==> src/rtl/ws2812b_frame_scheduler.sv <==
// ws2812b_frame_scheduler
// ----------------------------------------------------------------------------
// Frame-level sequencer in front of the ws2812b bit-serialiser.
// The host fills a small {G,R,B} pixel buffer one byte at a time. On a host
// start pulse or on an internal refresh tick, pixels 0..len-1 are handed to
// the serialiser over a valid/ready handshake. The serialiser takes a pixel
// by pulling ready low while valid is high. led_latch marks the last pixel
// of the frame.
//
// Ports
//   clk          system clock, rising edge
//   reset        synchronous active-high reset (clears the buffer too)
//   wr_en        host byte write strobe
//   wr_addr      {pixel index, byte select}; 0=G 1=R 2=B 3=ignored
//   wr_data      write byte
//   start        one-frame request pulse
//   auto_en      enables the periodic refresh timer
//   num_leds     active pixel count (0 = nothing, clamps to NUM_PIXELS)
//   led_ready    serialiser ready
//   led_data     pixel {G,R,B} to the serialiser
//   led_valid    pixel valid
//   led_latch    end-of-frame latch request, qualified by led_valid
//   busy         high whenever the sequencer is not idle
//   frame_done   one-cycle pulse after the last pixel has been accepted
//   frame_count  completed frames, wraps 255 -> 0
// ----------------------------------------------------------------------------
module ws2812b_frame_scheduler #(
  parameter int NUM_PIXELS     = 16,
  parameter int REFRESH_PERIOD = 1066667
) (
  input  logic                            clk,
  input  logic                            reset,
  input  logic                            wr_en,
  input  logic [$clog2(NUM_PIXELS)+1:0]   wr_addr,
  input  logic [7:0]                      wr_data,
  input  logic                            start,
  input  logic                            auto_en,
  input  logic [$clog2(NUM_PIXELS):0]     num_leds,
  input  logic                            led_ready,
  output logic [23:0]                     led_data,
  output logic                            led_valid,
  output logic                            led_latch,
  output logic                            busy,
  output logic                            frame_done,
  output logic [7:0]                      frame_count
);

  localparam int IW = $clog2(NUM_PIXELS);
  localparam int LW = IW + 1;
  localparam int CW = $clog2(REFRESH_PERIOD + 1);
  localparam logic [LW-1:0] MAX_LEN = LW'(NUM_PIXELS);
  localparam logic [CW-1:0] CNT_LAST = CW'(REFRESH_PERIOD - 1);

  typedef enum logic [2:0] {
    IDLE     = 3'd0,
    LOAD     = 3'd1,
    WAIT_RDY = 3'd2,
    SEND     = 3'd3,
    DONE     = 3'd4
  } state_t;

  state_t          state_q, state_d;
  logic [IW-1:0]   idx_q, idx_d;
  logic [LW-1:0]   len_q, len_d;
  logic            pending_q, pending_d;
  logic [23:0]     data_q, data_d;
  logic            valid_q, valid_d;
  logic            latch_q, latch_d;
  logic            busy_q, busy_d;
  logic            done_q, done_d;
  logic [7:0]      count_q, count_d;
  logic [CW-1:0]   cnt_q;
  logic [23:0]     mem_q [NUM_PIXELS];

  logic            tick_s;
  logic            req_s;
  logic [LW-1:0]   len_s;
  logic            last_s;
  logic [IW-1:0]   wr_pix_s;

  assign wr_pix_s = wr_addr[IW+1:2];
  assign tick_s   = auto_en && (cnt_q == CNT_LAST);
  // A start and a tick in the same cycle are a single request.
  assign req_s    = start | tick_s;
  assign len_s    = (num_leds > MAX_LEN) ? MAX_LEN : num_leds;
  assign last_s   = ({1'b0, idx_q} == (len_q - LW'(1)));

  // Pixel buffer: byte-wise host writes, cleared by reset.
  always_ff @(posedge clk) begin
    if (reset) begin
      for (int i = 0; i < NUM_PIXELS; i++) begin
        mem_q[i] <= 24'h000000;
      end
    end else if (wr_en) begin
      case (wr_addr[1:0])
        2'd0:    mem_q[wr_pix_s][23:16] <= wr_data;
        2'd1:    mem_q[wr_pix_s][15:8]  <= wr_data;
        2'd2:    mem_q[wr_pix_s][7:0]   <= wr_data;
        default: ;
      endcase
    end
  end

  // Refresh timer: free-runs while auto_en is set, held at zero otherwise.
  always_ff @(posedge clk) begin
    if (reset) begin
      cnt_q <= '0;
    end else if (!auto_en) begin
      cnt_q <= '0;
    end else if (tick_s) begin
      cnt_q <= '0;
    end else begin
      cnt_q <= cnt_q + CW'(1);
    end
  end

  // Sequencer state and registered outputs.
  always_ff @(posedge clk) begin
    if (reset) begin
      state_q   <= IDLE;
      idx_q     <= '0;
      len_q     <= '0;
      pending_q <= 1'b0;
      data_q    <= 24'h000000;
      valid_q   <= 1'b0;
      latch_q   <= 1'b0;
      busy_q    <= 1'b0;
      done_q    <= 1'b0;
      count_q   <= 8'd0;
    end else begin
      state_q   <= state_d;
      idx_q     <= idx_d;
      len_q     <= len_d;
      pending_q <= pending_d;
      data_q    <= data_d;
      valid_q   <= valid_d;
      latch_q   <= latch_d;
      busy_q    <= busy_d;
      done_q    <= done_d;
      count_q   <= count_d;
    end
  end

  // Next-state and next-output logic of the frame sequencer.
  always_comb begin
    state_d   = state_q;
    idx_d     = idx_q;
    len_d     = len_q;
    pending_d = pending_q | req_s;
    data_d    = data_q;
    valid_d   = valid_q;
    latch_d   = latch_q;
    done_d    = 1'b0;
    count_d   = count_q;

    case (state_q)
      IDLE: begin
        if (pending_q | req_s) begin
          // The request is consumed here whether or not a frame is sent.
          pending_d = 1'b0;
          if (len_s != LW'(0)) begin
            state_d = LOAD;
            idx_d   = '0;
            len_d   = len_s;
          end else begin
            state_d = IDLE;
          end
        end else begin
          state_d = IDLE;
        end
      end

      LOAD: begin
        // Reads the buffer contents from before any write this same cycle.
        data_d  = mem_q[idx_q];
        latch_d = 1'b0;
        state_d = WAIT_RDY;
      end

      WAIT_RDY: begin
        if (led_ready) begin
          valid_d = 1'b1;
          // Latch is raised together with valid so it never leads the pixel.
          latch_d = last_s;
          state_d = SEND;
        end else begin
          state_d = WAIT_RDY;
        end
      end

      SEND: begin
        // ready falling while valid is held is the acceptance of the pixel.
        if (!led_ready) begin
          valid_d = 1'b0;
          latch_d = 1'b0;
          if (last_s) begin
            state_d = DONE;
            done_d  = 1'b1;
            count_d = count_q + 8'd1;
          end else begin
            idx_d   = idx_q + IW'(1);
            state_d = LOAD;
          end
        end else begin
          state_d = SEND;
        end
      end

      DONE: begin
        if (pending_q && (len_s != LW'(0))) begin
          // Back-to-back frame; a request arriving right now stays queued.
          state_d   = LOAD;
          idx_d     = '0;
          len_d     = len_s;
          pending_d = req_s;
        end else begin
          state_d = IDLE;
        end
      end

      default: begin
        state_d = IDLE;
        valid_d = 1'b0;
        latch_d = 1'b0;
      end
    endcase

    busy_d = (state_d != IDLE);
  end

  assign led_data    = data_q;
  assign led_valid   = valid_q;
  assign led_latch   = latch_q;
  assign busy        = busy_q;
  assign frame_done  = done_q;
  assign frame_count = count_q;

endmodule

==> config.mk <==
export PLATFORM = sky130hd
export DESIGN_NAME = ws2812b_frame_scheduler
export DESIGN_NICKNAME = d
export VERILOG_FILES = /design/src/rtl/ws2812b_frame_scheduler.sv
export SDC_FILE = /design/constraint.sdc
export NUM_CORES = 1
export LEC_CHECK = 0
export CAP_MARGIN = 30
export CORE_ASPECT_RATIO = 1.1
export CORE_MARGIN = 1.5
export CORE_UTILIZATION = 60
export DETAILED_ROUTE_END_ITERATION = 10
export GPL_TIMING_DRIVEN = 0
export HOLD_SLACK_MARGIN = 0.08
export PLACE_DENSITY = 0.75
export SYNTH_ARGS = -nofsm -noshare
export SYNTH_HDL_FRONTEND = slang
export SYNTH_SLANG_ARGS = --single-unit
==> constraint.sdc <==
create_clock -name clk -period 2.8 [get_ports clk]
set_input_delay 0.42 -clock clk [delete_from_list [all_inputs] [get_ports clk]]
set_output_delay 0.42 -clock clk [all_outputs]
set_load 0.005 [all_outputs]
==> flow_summary.toml, run 1 <==
[synthesis]
synth_top_family_by_area = "simple AND/OR/NAND/NOR gates"
synth_top_flop_cell = "edfxtp_1"
synth_edf_count = 384
synthTopCellsByCount = "and2_1, edfxtp_1, mux4_2"
synthSimpleGateAreaFrac_pct = 18.27
synth_top_area_share_pct = 56.01
yosysMostFrequentCell = "and2_1"
synth_seq_area_share_pct = 62.82
synthAdderAreaFrac_pct = 0.3039
syn-cell-area_um2 = 20590
async_flop_share_pct = 0
synth-xor-area-share_pct = 1.149
synth_compound_area_share_pct = 1.908
synth.avg_cell_area_um2 = 14.22
synth.largest_area_cell = "edfxtp_1"
syn_nets = 1478
synth_cells = 1448
ys_warn_count = 0
synthMuxAreaShare_pct = 13.23
ys_types = 47
yosys-top-cells-area = "edfxtp_1, mux4_2, and2_1, dfxtp_1, nor2_1"
ys_ff_latch = 454

[critical_path]
r2r_end = "led_data[21]"
cp.arrival_ps = 3040
cp-end-kind = "flop"
cp.required_ps = 3030
rr_startpoint = "idx_q[1]"
critical_path.max_fanout = 10
worst_setup_path_start_kind = "input port"
reg2regPathDepth = 6
crit_type = "in2reg"
startpoint = "reset"
regToRegSetupSlack_ps = 130

[grt]
grt_max_degree = 15
grt-ovfl-total = 0
use_met1_pct = 39.43
grt_usage_pct = 30.17
grt_pass1_wl_mm = 77.42
use_met2_pct = 49.15
use_met3_pct = 6.324
grt_pass1_vias = 12330
grt_busiest_layer = "met2"
antenna_found_initial = 1

[sta]
min_period_over_period_pct = 100.3
fin_crit_ps = 2808
setup_violations = 11
slew_violations = 0
worstMarginPinSlew_ps = 940.1
fmax_mhz = 356.2
worst_slack_ps = -7.616
hold_ws_ps = 457.3
rsz0062_at_grt = "true"
skew_ps = 26.81
slew_headroom_pct = 37.32
hold_violations = 0

[clocking]
cts_root_buf = "clkbuf_16"
cts_hold_buf = 0
clock_latency_ps = 570
cts_sinks = 454
htree_levels = 2
cts_buffer_depth = 3
cts_buffers = 46
clk_pin_slew_ps = 50
cts_tree = "yes"

[drt]
drt_wl_total_mm = 52.58
routed-via-count = 12540
antenna_left = 0
wl_per_cell_um = 26.05
drc = 0
dr.pass1.iters = 5
via_per_inst = 6.216
drt-initial-drc-count = 1303

[pwr]
ir_worst_vdd_mv = 0.5088
share_comb_of_total_power_pct = 6.4
p_sw_mw = 3.246
power_frac_seq_pct = 52.4
powerDensity_nw_per_um2 = 638.9
clockPowerShare_pct = 41.1
p_leak_nw = 7.871
p_int_mw = 11.57
p_sw_share_pct = 21.91

[cells_and_area]
drive_gt1_share_pct = 16.97
instances_no_fill = 2018
n_fill_cell = 2249
area_growth_pct = 12.63
nets = 1583

[die]
ios = 61
die_w_um = 179.6
core_area_um2 = 33540
initial_core_util_pct = 61.37
die_y_um = 197.3
die_area_um2 = 35430
row_count = 70

[status]
status = "finished, violations left"
violations = "setup timing"

[min_path]
holdPathStages = 1
holdPathEnd = "cnt_q[0]"
min_from = "cnt_q[0]"
hold_class = "reg2reg"

[placement]
dp.cells = 1934
io_buffers = 52
hpwl_mm = 36.63
place.gp.congestion = 0.9131

[job]
max-cap-violations = 0
## cell type report
| cell class | count | area, µm² | area share, % |
|---|---|---|---|
| sequential | 454 | 12930 | 55.78 |
| multi-input combinational | 873 | 7178 | 30.96 |
| clock buffer | 61 | 1271 | 5.483 |
| timing repair buffer | 57 | 573.1 | 2.472 |
| tap | 432 | 540.5 | 2.331 |
| buffer | 89 | 375.4 | 1.619 |
| clock inverter | 19 | 192.7 | 0.8310 |
| inverter | 32 | 120.1 | 0.5180 |
| antenna | 1 | 2.502 | 0.01079 |
## how the worst max path moves through the flow
stage	endpoint	slack, ps	cells after the start
6_report	mem_q[8][21]	-8	7
5_1_grt	mem_q[3][17]	-110	7
4_1_cts	led_data[7]	7	6
3_5_place_dp	mem_q[11][17]	-550	7
3_3_place_gp	mem_q[12][17]	-500	7
2_1_floorplan	frame_count[7]	320	8
## metrics by stage
stage	instance area, µm²	TNS [ps]	util, %	worst slack (ps)	total power [mW]
2_1_floorplan	20590	0	-	322.9	8.402
3_3_place_gp	21650	-71940	64.53	-495.5	8.808
3_5_place_dp	21680	-85570	64.62	-552.1	8.847
4_1_cts	23160	0	69.03	7.447	14.80
5_1_grt	23180	-5126	69.11	-113.8	15.14
6_report	23190	-27.52	69.12	-7.616	14.81
## state kept, by name, indices dropped and copies added (netlist names)
| register | count |
|---|---|
| frame_done | 1 |
| pending_q | 1 |
| state_q | 3 |
| idx_q | 4 |
| cnt_q | 21 |
| mem_q | 384 |
| busy | 1 |
| led_latch | 1 |
| led_data | 24 |
| frame_count | 8 |
| len_q | 5 |
| led_valid | 1 |
## cells in the final DEF (no fill, tap or decap), types with 6 or more instances in the layout
cell / netlist / routed
clkbuf_16: 0 / 49
buf_2: 13 / 12
and2_1: 385 / 385
clkbuf_1: 69 / 78
nand2_1: 53 / 53
or2_2: 52 / 52
xnor2_1: 10 / 10
nand4_1: 10 / 10
clkinv_1: 0 / 6
xor2_1: 17 / 17
inv_1: 32 / 32
mux4_2: 120 / 120
nor2_1: 95 / 94
o21ai_0: 32 / 32
edfxtp_1: 384 / 384
clkdlybuf4s50_1: 0 / 52
a21oi_1: 14 / 14
clkinv_2: 0 / 7
dfxtp_1: 70 / 70
nand3_1: 16 / 16
## worst max-delay path, stage by stage
cell             delay, ps
clkdlybuf4s50_1        570
nand2b_1               250
or3_1                  310
clkbuf_1               200
clkbuf_1               320
nor2_1                 580
or2_2                  380
## power groups by stage
stage / sequential (mW) / clock [mW] / combinational, mW
floorplan: 7.86 / 0 / 0.542
CTS: 7.77 / 6.09 / 0.944
finish: 7.77 / 6.09 / 0.953
global placement: 7.89 / 0 / 0.921
detailed placement: 7.91 / 0 / 0.938
global route: 7.79 / 6.35 / 1.00
## layer usage
layer	up-vias	part of all wire (%)
met3	130	9.1
li1	5422	-
met2	647	48
met4	0	4.8
met5	-	0
met1	6344	39
## cells by family (layout without fill, tap and decap cells)
| kind of cell | after synthesis | after routing |
|---|---|---|
| AOI/OAI and AO/OA | 64 | 64 |
| xor gates and xnor gates | 27 | 27 |
| adders and majority gates | 5 | 5 |
| buffers and inverters | 121 | 258 |
| DFF | 454 | 454 |
| muxes | 122 | 122 |
| other | 0 | 1 |
| and+or+nand+nor | 655 | 655 |
## timing repair
item                       in CTS  in global routing
resized for setup               7                  7
cloned                          0                  0
pin swaps                       0                  1
buffers inserted                0                  3
setup endpoints to repair      18                 80
No activity file was read; power rests on OpenSTA's default activity.
==> run 2: changes to the inputs <==
--- a/config.mk
+++ b/config.mk
@@ -13,6 +13,7 @@
 export GPL_TIMING_DRIVEN = 0
 export HOLD_SLACK_MARGIN = 0.08
 export PLACE_DENSITY = 0.75
+export RECOVER_POWER = 100
 export SYNTH_ARGS = -nofsm -noshare
 export SYNTH_HDL_FRONTEND = slang
 export SYNTH_SLANG_ARGS = --single-unit
==> run 2 against run 1 <==
The run still ends with setup timing left. Power shrank 0.16%. Largest cell class unchanged. First-iteration DRC count shrank 7.0%. Combinational power shrank 2%. Via count shrank 0.37%. Sequential power is essentially flat. Critical path type unchanged.
==> flow_summary.toml, run 2 (synthesis gave the netlist of run 1 again) <==
[status]
status = "finished, violations left"
violations = "setup timing"

[sta]
hold_ws_ps = 457.2
skew_ps = 27.55
hold_violations = 0
fin_crit_ps = 2850
min_period_over_period_pct = 101.8
rsz0062_at_grt = "true"
setup_violations = 24
finalSetupTns_ps = -912.1
fmax_mhz = 350.8
slew_violations = 0
worstMarginPinSlew_ps = 971.1
worst_slack_ps = -50.49
slew_headroom_pct = 35.26

[grt]
grt_max_degree = 15
grt_pass1_wl_mm = 77.42
grt-ovfl-total = 0
grt_usage_pct = 30.17
grt_pass1_vias = 12330
antenna_found_initial = 1

[critical_path]
cpLargestDelayFamily = "buffers and inverters"
critPathMostFrequentCell = "clkbuf_1"
worst_setup_path_start_kind = "input port"
crit_path_top_delay_cell = "clkbuf_1"
cp-end-kind = "flop"
cp.arrival_ps = 3100
crit_type = "in2reg"
path_buf_inv = 4
critical_path.max_fanout = 10
crit_chain = "clkdlybuf4s50_1, clkbuf_1, clkbuf_1, clkbuf_2, or2_2"
cp.required_ps = 3050
max_stage_delay_ps = 750

[pwr]
clockPowerShare_pct = 41.2
p_total_mw = 14.79
p_sw_share_pct = 21.91
ir_worst_vdd_mv = 0.5109
share_comb_of_total_power_pct = 6.3
powerDensity_nw_per_um2 = 638.5
p_sw_mw = 3.241
power_frac_seq_pct = 52.5
p_leak_nw = 7.661
p_int_mw = 11.55

[cells_and_area]
final_cell_mix = "edfxtp_1, and2_0, and2_1, mux4_2, nor2_1"
n_fill_cell = 2250
design_area_um2 = 23160
fin_util_pct = 69.05
n_antenna_cell = 0
regMostFlops = "mem_q"
drive_gt1_share_pct = 15.39
nets = 1583
largest_reg_flops = 384
mostFrequentLayoutCell = "edfxtp_1"
instances_no_fill = 2017
area_growth_pct = 12.52

[clocking]
clock_latency_ps = 570
cts_hold_buf = 0
cts_sinks = 454
cts_tree = "yes"
cts_buffer_depth = 3
cts_root_buf = "clkbuf_16"
htree_levels = 2
cts_buffers = 46
clk_pin_slew_ps = 60

[drt]
wl_per_cell_um = 25.93
antenna_left = 0
via_per_inst = 6.195
dr.pass1.iters = 6
drt_wl_total_mm = 52.30
drc = 0
drt-initial-drc-count = 1212
routed-via-count = 12500

[die]
die_area_um2 = 35430
initial_core_util_pct = 61.37
core_area_um2 = 33540
row_count = 70
ios = 61
die_w_um = 179.6
die_y_um = 197.3

[min_path]
hold_class = "reg2reg"

[placement]
place.gp.congestion = 0.9131
postPlaceCellArea_um2 = 21680
pre_cts_ws_ps = -552.1
io_buffers = 52
hpwl_mm = 36.63
dp.cells = 1934

[job]
max-cap-violations = 0
==> run 2: cell types whose count changed in the layout (fill, tap and decap cells not counted), sizes merged <==
| cell | change |
|---|---|
| buf | -7 |
| clkbuf | +7 |
| clkdlybuf4s50 | -38 |
| diode | -1 |
| dlygate4sd3 | +38 |
==> run 2: routing by layer <==
layer | track usage (%) | part of all wire, % | vias up
met1 | 39.43 | 38 | 6277
li1 | - | - | 5425
met2 | 49.15 | 48 | 665
met5 | 0 | 0 | -
met3 | 6.324 | 9.6 | 129
met4 | 13.89 | 4.9 | 0
==> run 2: cell type report <==
type	instances	area [µm²]	area share, %
plain buffers	89	374.1	1.615
clock buffers	61	1271	5.488
clock inverters	19	192.7	0.8318
inverters	32	120.1	0.5186
multi-input cells	873	7163	30.92
flip-flops and latches	454	12930	55.83
well taps	432	540.5	2.333
repair buffers	57	569.3	2.458
==> run 2: worst paths after layout <==
path | startpoint | to | slack, ps | depth (start not counted)
max | reset | mem_q[3][23] | -50 | 5
min | cnt_q[0] | cnt_q[0] | 460 | 1
min reg2reg | cnt_q[0] | cnt_q[0] | 460 | 1
max reg2reg | idx_q[0] | led_data[4] | 30 | 7
==> run 2: power groups by stage <==
stage / registers [mW] / logic [mW] / clock network (mW)
6_report: 7.77 / 0.934 / 6.09
5_1_grt: 7.79 / 0.983 / 6.35
4_1_cts: 7.77 / 0.944 / 6.09
3_5_place_dp: 7.91 / 0.938 / 0
3_3_place_gp: 7.89 / 0.921 / 0
2_1_floorplan: 7.86 / 0.542 / 0
==> run 2: repair_timing <==
action / CTS / global route
setup endpoints to repair: 18 / 80
gates resized for setup: 7 / 7
endpoints found under the hold margin: 0 / 0
setup buffers: 0 / 3
pin swaps: 0 / 1
==> run 3: changes to the inputs <==
--- a/config.mk
+++ b/config.mk
@@ -8,11 +8,12 @@
 export CAP_MARGIN = 30
 export CORE_ASPECT_RATIO = 1.1
 export CORE_MARGIN = 1.5
-export CORE_UTILIZATION = 60
+export CORE_UTILIZATION = 30
+export CTS_BUF_LIST = sky130_fd_sc_hd__clkbuf_16
 export DETAILED_ROUTE_END_ITERATION = 10
 export GPL_TIMING_DRIVEN = 0
 export HOLD_SLACK_MARGIN = 0.08
-export PLACE_DENSITY = 0.75
+export PLACE_DENSITY = 0.42
 export RECOVER_POWER = 100
 export SYNTH_ARGS = -nofsm -noshare
 export SYNTH_HDL_FRONTEND = slang
==> run 3 against run 2 <==
The flow still finishes with violations (setup timing). Sequential share of layout area is 2.2 points lower. Sequential power hardly changed. Power is 6.5% higher. Final area up 4.1%. Non-clock buffer count up 4. Core utilization fell by 33 points. Die area grew 98%. Clock-buffer cell count shrank 10. Clock skew down 12 ps. Critical endpoint is now mem_q[12][17]. Global-route usage decreased by 12 points. Maximum frequency about the same. Routed wire length is 23% higher.
==> flow_summary.toml, run 3 (synthesis gave the netlist of run 1 again) <==
[die]
die_y_um = 277.7
ios = 61
die_area_um2 = 70200
row_count = 100
core_area_um2 = 67820
die_w_um = 252.8
initial_core_util_pct = 30.36

[clocking]
cts_sinks = 454
cts_tree = "yes"
htree_levels = 2
cts_root_buf = "clkbuf_16"
cts_buffers = 50
clk_pin_slew_ps = 70
cts_buffer_depth = 3
clock_latency_ps = 600

[sta]
min_period_over_period_pct = 101.8
rsz0062_at_grt = "true"
hold_violations = 0
finalSetupTns_ps = -1173
fmax_mhz = 351.0
skew_ps = 15.41
fin_crit_ps = 2849
slew_headroom_pct = 33.07
worst_slack_ps = -49.13
setup_violations = 48
slew_violations = 0
worstMarginPinSlew_ps = 1004

[pwr]
p_leak_nw = 7.927
powerDensity_nw_per_um2 = 653.3
ir_worst_vdd_mv = 0.3799

[cells_and_area]
mostFrequentLayoutCell = "edfxtp_1"
drive_gt1_share_pct = 17.06
nets = 1591
fin_util_pct = 35.57
area_growth_pct = 17.16
regMostFlops = "mem_q"
largest_reg_flops = 384
final_cell_mix = "edfxtp_1, and2_0, and2_1, mux4_2, nor2_1"

[job]
max-cap-violations = 0

[critical_path]
critPathCapture = "mem_q[12][17]"
startpoint = "reset"
r2r_end = "led_data[1]"
rr_startpoint = "idx_q[0]"
worst_setup_path_start_kind = "input port"
cp-end-kind = "flop"
critical_path.max_fanout = 10
reg2regPathDepth = 7
cp.arrival_ps = 3120
regToRegSetupSlack_ps = 0
cp.required_ps = 3070
crit_type = "in2reg"

[status]
violations = "setup timing"
status = "finished, violations left"

[grt]
grt_pass1_wl_mm = 91.11
antenna_found_initial = 8
grt_usage_pct = 18.61
grt_max_degree = 14
grt_pass1_vias = 12360
grt-ovfl-total = 0

[placement]
place.gp.congestion = 0.8096
hpwl_mm = 45.30
io_buffers = 52

[drt]
drc = 0
dr.pass1.iters = 5
drt-initial-drc-count = 872
drt_wl_total_mm = 64.57
wl_per_cell_um = 25.59
antenna_left = 0
via_per_inst = 4.795
routed-via-count = 12100

[min_path]
min_from = "wr_data[6]"
hold_class = "in2reg"
## run 3: worst max-delay path, cell delays in order
cell	delay (ps)
clkdlybuf4s50_1	550
nand2b_1	270
or3_1	320
clkbuf_1	200
clkbuf_1	330
nor2_1	630
or2_2	390
## run 3: worst min-delay path by stage
| stage | end | slack (ps) | cells after the start |
|---|---|---|---|
| floorplan | cnt_q[0] | 430 | 1 |
| global placement | cnt_q[0] | 440 | 1 |
| detailed placement | led_data[13] | 440 | 2 |
| CTS | mem_q[11][6] | 410 | 2 |
| global route | mem_q[10][14] | 430 | 2 |
| finish | mem_q[11][6] | 440 | 2 |
## run 3: what timing repair did
action                     CTS  global route
hold buffers                 0             0
buffers inserted             0             2
cloned                       0             0
setup endpoints to repair   47           122
gates resized for setup     14            19
pin swaps                    0             1
## run 3: stage by stage
stage	worst slack [ps]	total power, mW	cell area, µm²	cells	hold WS (ps)
after floorplan	322.9	8.402	20590	1448	425.5
after global placement	-697.9	8.921	22260	2418	435.3
after detailed placement	-728.1	8.939	22350	2425	441.5
after CTS	-39.28	15.95	24090	2516	410.1
after global routing	-196.0	16.25	24110	2521	432.5
final	-49.13	15.76	24120	2523	436.2
## run 3: layout make-up
| type | count | area [µm²] |
|---|---|---|
| diodes | 5 | 12.51 |
| plain buffers | 89 | 387.9 |
| fillers | 6608 | 43700 |
| repair buffers | 61 | 621.8 |
| inverters | 32 | 120.1 |
| multi-input cells | 873 | 7183 |
| clock buffers | 51 | 1276 |
| flip-flops and latches | 454 | 12930 |
| clock inverters | 40 | 436.7 |
| well taps | 918 | 1149 |
## run 3: power by group
part / switching, mW / internal (mW) / leakage (nW)
combinational: 0.638 / 0.361 / 2.86
sequential: 0.111 / 7.65 / 4.22
clock: 2.86 / 4.14 / 0.855
total: 3.61 / 12.1 / 7.93
## run 3: layer usage
metal  GRT usage [%]  part of all wire (%)  wire, µm  vias up
met5               0                 0.037        24        -
met4           6.664                   3.6      2313        4
met3           3.350                   4.6      2946      122
li1                -                     -         -     5459
met1           25.07                    45     28800     6202
met2           29.99                    47     30490      311
